--- src/rtl/if_fetch_queue.sv ---
// IF stage: PC generator plus a DEPTH-entry fetch queue with a valid/ready handshake to ID.
// Optional macro IF_PERF_CNT_EN adds redirect/starvation performance counters.
module if_fetch_queue #(
    parameter int               WIDTH    = 32,
    parameter int               ILEN     = 32,
    parameter int               DEPTH    = 4,
    parameter logic [WIDTH-1:0] RESET_PC = '0
) (
    input  logic             clk,
    input  logic             rst,
    output logic             fetch_req,
    output logic [WIDTH-1:0] fetch_addr,
    input  logic [ILEN-1:0]  fetch_rdata,
    input  logic [WIDTH-1:0] branch_predict_pc,
    input  logic             branch_taken,
    input  logic             branch_miss,
    input  logic [WIDTH-1:0] branch_miss_pc,
    input  logic             ctrl_flush,
    input  logic             ctrl_pc_re,
    input  logic [WIDTH-1:0] ctrl_next_pc,
    output logic             id_valid,
    input  logic             id_ready,
    output logic [ILEN-1:0]  id_inst,
    output logic [WIDTH-1:0] id_pc,
    output logic             id_pred_taken,
    output logic             id_pc_re
`ifdef IF_PERF_CNT_EN
    ,
    output logic [31:0]      perf_redirect_cnt,
    output logic [31:0]      perf_starve_cnt
`endif
);
    localparam int AW = $clog2(DEPTH);

    logic [WIDTH-1:0] r_pc;
    logic             r_pcre_pend;
    logic             r_inf_vld;
    logic [WIDTH-1:0] r_inf_pc;
    logic             r_inf_taken;
    logic             r_inf_pcre;

    logic [ILEN-1:0]  r_q_inst [DEPTH];
    logic [WIDTH-1:0] r_q_pc   [DEPTH];
    logic [DEPTH-1:0] r_q_taken;
    logic [DEPTH-1:0] r_q_pcre;
    logic [AW-1:0]    r_wr;
    logic [AW-1:0]    r_rd;
    logic [AW:0]      r_cnt;

    logic             w_ctrl;
    logic             w_redirect;
    logic [AW:0]      w_occ;
    logic             w_push;
    logic             w_pop;

    assign w_ctrl     = ctrl_flush | ctrl_pc_re;
    assign w_redirect = w_ctrl | branch_miss;
    // Occupancy includes the in-flight fetch so a response always has a free slot.
    assign w_occ      = r_cnt + {{AW{1'b0}}, r_inf_vld};
    assign fetch_req  = !rst && !w_redirect && (w_occ < (AW+1)'(DEPTH));
    assign fetch_addr = r_pc;
    assign w_push     = r_inf_vld && !w_redirect;
    assign w_pop      = id_valid && id_ready && !w_redirect;

    assign id_valid      = (r_cnt != '0);
    assign id_inst       = r_q_inst[r_rd];
    assign id_pc         = r_q_pc[r_rd];
    assign id_pred_taken = r_q_taken[r_rd];
    assign id_pc_re      = r_q_pcre[r_rd];

    always_ff @(posedge clk or posedge rst) begin
        if (rst) begin
            r_pc        <= RESET_PC;
            r_pcre_pend <= 1'b0;
            r_inf_vld   <= 1'b0;
            r_inf_pc    <= '0;
            r_inf_taken <= 1'b0;
            r_inf_pcre  <= 1'b0;
        end else begin
            r_inf_vld <= fetch_req;
            if (w_redirect) begin
                r_pc        <= w_ctrl ? ctrl_next_pc : branch_miss_pc;
                r_pcre_pend <= !w_ctrl;
            end else if (fetch_req) begin
                r_pc        <= branch_predict_pc;
                r_inf_pc    <= r_pc;
                r_inf_taken <= branch_taken;
                r_inf_pcre  <= r_pcre_pend;
                r_pcre_pend <= 1'b0;
            end
        end
    end

    always_ff @(posedge clk or posedge rst) begin
        if (rst) begin
            for (int i = 0; i < DEPTH; i++) begin
                r_q_inst[i] <= '0;
                r_q_pc[i]   <= '0;
            end
            r_q_taken <= '0;
            r_q_pcre  <= '0;
            r_wr      <= '0;
            r_rd      <= '0;
            r_cnt     <= '0;
        end else if (w_redirect) begin
            r_wr  <= '0;
            r_rd  <= '0;
            r_cnt <= '0;
        end else begin
            if (w_push) begin
                r_q_inst[r_wr]  <= fetch_rdata;
                r_q_pc[r_wr]    <= r_inf_pc;
                r_q_taken[r_wr] <= r_inf_taken;
                r_q_pcre[r_wr]  <= r_inf_pcre;
                r_wr            <= r_wr + 1'b1;
            end
            if (w_pop)
                r_rd <= r_rd + 1'b1;
            case ({w_push, w_pop})
                2'b10:   r_cnt <= r_cnt + 1'b1;
                2'b01:   r_cnt <= r_cnt - 1'b1;
                default: r_cnt <= r_cnt;
            endcase
        end
    end

`ifdef IF_PERF_CNT_EN
    logic w_starve;
    assign w_starve = id_ready && !id_valid && !w_redirect;

    always_ff @(posedge clk or posedge rst) begin
        if (rst) begin
            perf_redirect_cnt <= '0;
            perf_starve_cnt   <= '0;
        end else begin
            if (w_redirect && perf_redirect_cnt != '1)
                perf_redirect_cnt <= perf_redirect_cnt + 1'b1;
            if (w_starve && perf_starve_cnt != '1)
                perf_starve_cnt <= perf_starve_cnt + 1'b1;
        end
    end
`endif

endmodule
--- config.mk ---
export PLATFORM = sky130hd
export DESIGN_NAME = if_fetch_queue
export DESIGN_NICKNAME = d
export VERILOG_FILES = /design/src/rtl/if_fetch_queue.sv
export SDC_FILE = /design/constraint.sdc
export NUM_CORES = 1
export LEC_CHECK = 0
export CAP_MARGIN = 20
export CORE_MARGIN = 1.5
export CORE_UTILIZATION = 40
export DETAILED_ROUTE_END_ITERATION = 10
export PLACE_DENSITY = 0.71
export SETUP_SLACK_MARGIN = 0.5
export SLEW_MARGIN = 10
export SYNTH_ARGS = -nofsm -noshare
export SYNTH_HDL_FRONTEND = slang
export SYNTH_SLANG_ARGS = --single-unit
--- constraint.sdc ---
create_clock -name clk -period 39.5 [get_ports clk]
set_clock_uncertainty 0.1 [all_clocks]
set_input_delay 7.9 -clock clk [delete_from_list [all_inputs] [get_ports clk]]
set_output_delay 7.9 -clock clk [all_outputs]
set_load 0.05 [all_outputs]
==> results.sh <==
export IMPL_critPathMaxStageDelay_ns=0.81
export IMPL_start_util=0.406
export IMPL_root_buffer="clkbuf_16"
export IMPL_clock_sinks=339
export IMPL_io_pins=235
export IMPL_critical_path_buf_inv_count=4
export IMPL_ys_async_sr_fraction=1.00
export IMPL_worstPathMaxFanout=41
export IMPL_grt_first_pass_wirelength_mm=53.1
export IMPL_drt_iter0_markers=368
export IMPL_routed_wl_mm=33.3
export IMPL_drc=0
export IMPL_r2r_start="r_inf_vld$_DFF_PP0_"
export IMPL_fp_row_count=70
export IMPL_crit_type="in2out"
export IMPL_synth_seq_cells=339
export IMPL_rsz0062_at_grt="no"
export IMPL_fin_setup_tns_ns=0
export IMPL_synth_cells=943
export IMPL_max_freq_mhz=54.7
export IMPL_crit_path_end_kind="output pin"
export IMPL_numCtsBuffers=38
export IMPL_outcome="complete, no violations"
export IMPL_postRouteAntennaNets=0
export IMPL_dr_pass1_iters=4
export IMPL_dp_cells=1594
export IMPL_critPathTopFamily="buffers and inverters"
export IMPL_critical_path_arrival_ns=10.28
export IMPL_die_area_sq_mm=0.0383
export IMPL_yosys_area_top_type="dfrtp_1"
export IMPL_synth_warnings=0
export IMPL_drive_above_1_share=0.375
export IMPL_grt_max_degree=122
export IMPL_p_per_area_mw_per_mm2=45.6
export IMPL_critPathLaunchType="primary input"
export IMPL_clk_pin_slew_ns=0.05
export IMPL_slew_viol_final=0
export IMPL_syn_cell_area_sq_mm=0.0149
export IMPL_slew_headroom=0.358
export IMPL_fill_cells=3089
export IMPL_worst_hold_path_type="reg2reg"
export IMPL_synthTopCellsByArea="dfrtp_1 (57%), mux2_2 (23%), mux4_2 (10%)"
export IMPL_fin_crit_sh=0.463
export IMPL_die_width_um=196
export IMPL_dp_hpwl_mm=20.9
export IMPL_setup_viol=0
export IMPL_wire_per_inst_um=20.0
export IMPL_cts_tree="yes"
export IMPL_syn_num_nets=1083
export IMPL_syn_area_per_cell_sq_um=15.8
export IMPL_maxCapViolCount=0
export IMPL_viasPerCell=5.32
export IMPL_track_usage=0.176
export IMPL_cp_cell_sequence="clkdlybuf4s50_1 -> buf_4 -> or3_1 -> buf_4 -> nor2_4 -> clkdlybuf4s50_1"
export IMPL_vias=8853
export IMPL_power_uw=856
export IMPL_cts_buffer_depth=3
export IMPL_final_cells=1665
export IMPL_synth_most_common_cell="dfrtp_1"
export IMPL_ir_drop_v=0.0000355
export IMPL_post_route_min_period_ns=18.28
export IMPL_dieHeight_um=196
export IMPL_worstSkewPairLatency_ns=0.52
export IMPL_grt_antenna_before_repair=2
export IMPL_postCtsHoldBufs=0
export IMPL_cts_max_level=2
export IMPL_port_buffers=234
export IMPL_grt_pass1_vias=9502
export IMPL_seq_area_frac_synth=0.571
export IMPL_synth_top_area_frac=0.571
export IMPL_hold_start="r_q_inst[26]$_DFFE_PP0P_"
export IMPL_leakagePower_nw=8.67
export IMPL_grt_ovfl_total=0
export IMPL_synth_common_cells="dfrtp_1 (339), mux2_2 (298), mux4_2 (66), nor2_1 (41), mux2i_1 (34)"
export IMPL_synth_main_ff_cell="dfrtp_1"
export IMPL_gp_congestion=0.783
export IMPL_area_growth_pct=26.3
export IMPL_synth_edf_count=0
export IMPL_fp_coreArea_sq_mm=0.0366
export IMPL_critical_path_required_ns=31.50
export IMPL_yosys_cell_types_count=30
export IMPL_crit_start="branch_miss"
export IMPL_cpMaxStageDelayCell="clkdlybuf4s50_1"
export IMPL_hold_violations=0
export IMPL_cts_resized=0
export IMPL_worst_pin_slew_ns=0.963
export IMPL_nets=1307
export IMPL_post_cts_buffers=0
## flip-flops by register name, summed over array words and instances, names as in the netlist
register	cells
r_wr	2
r_inf_taken	1
r_cnt	3
r_q_taken	4
r_inf_pcre	1
r_q_pc	128
r_rd	2
fetch_addr	32
r_q_pcre	4
r_q_inst	128
r_inf_pc	32
r_inf_vld	1
r_pcre_pend	1
## layout make-up
cell class / instances / area (sq um) / share of cell area
clock inverters: 13 / 91.3 / 0.00487
well taps: 468 / 586 / 0.0312
diodes: 1 / 2.50 / 0.000133
clock buffers: 56 / 1100 / 0.0586
multi-input cells: 534 / 5990 / 0.319
repair buffers: 250 / 2480 / 0.132
inverters: 4 / 22.5 / 0.00120
flip-flops and latches: 339 / 8490 / 0.453
## where the power goes
part           total (mW)  internal (mW)  switching (mW)
logic               0.137         0.0600          0.0773
clock network       0.331          0.194           0.137
registers           0.388          0.369          0.0190
total               0.856          0.623           0.233
## cell families (layout without fill, tap and decap cells)
group / Yosys count / count (layout) / share of synthesized area
xor+xnor: 4 / 4 / 0.00236
mux: 398 / 398 / 0.349
flops: 339 / 339 / 0.571
simple gates: 58 / 58 / 0.0179
other cells: 0 / 1 / 0
compound gates: 69 / 69 / 0.0264
buf+inv: 70 / 323 / 0.0288
fa+ha+maj: 5 / 5 / 0.00472
## layer usage
layer / GRT usage / share of wire / up-vias
met2: 0.290 / 0.48 / 230
li1: - / - / 3945
met3: 0.0407 / 0.058 / 55
met4: 0.0493 / 0.020 / 2
met5: 0 / 0.00039 / -
met1: 0.235 / 0.44 / 4621
## through the flow
stage,util,hold slack [ns],worst slack [ns],area [sq um]
finish,0.512,0.397,21.22,18800
global route,0.512,0.410,21.16,18800
CTS,0.512,0.400,21.22,18700
detailed placement,0.479,0.388,21.23,17500
global placement,0.479,0.382,21.25,17500
floorplan,-,0.374,14.61,14900
## layout by cell type, fill, tap and decap left out, types with 2 or more instances in the layout
cell type and count:
clkinv_2 8, o22ai_1 32, dfrtp_1 337, nor3_1 4, a21oi_1 33, xnor2_1 4
or3_1 2, dfrtp_4 2, clkinvlp_4 3, clkbuf_1 11, clkbuf_16 39, mux4_2 66
clkdlybuf4s50_1 234, mux2i_1 34, inv_1 3, mux2_2 298, buf_4 15, nand2_4 4
nor2_1 40, ha_1 4, clkbuf_8 6
## path summary, 6_finish.rpt
kind                                        endpoint  cells after the start  slack [ns]
min reg2reg                 r_q_inst[26]$_DFFE_PP0P_                      1        0.40
max in group asynchronous   r_q_inst[91]$_DFFE_PP0P_                      5       29.52
min in group asynchronous  fetch_addr[6]$_DFFE_PP0P_                      2        7.81
min                         r_q_inst[26]$_DFFE_PP0P_                      1        0.40
max                                        fetch_req                      6       21.22
max reg2reg                   r_q_pc[85]$_DFFE_PP0P_                      4       37.03
Note: power is estimated with default switching activity, not from simulation.
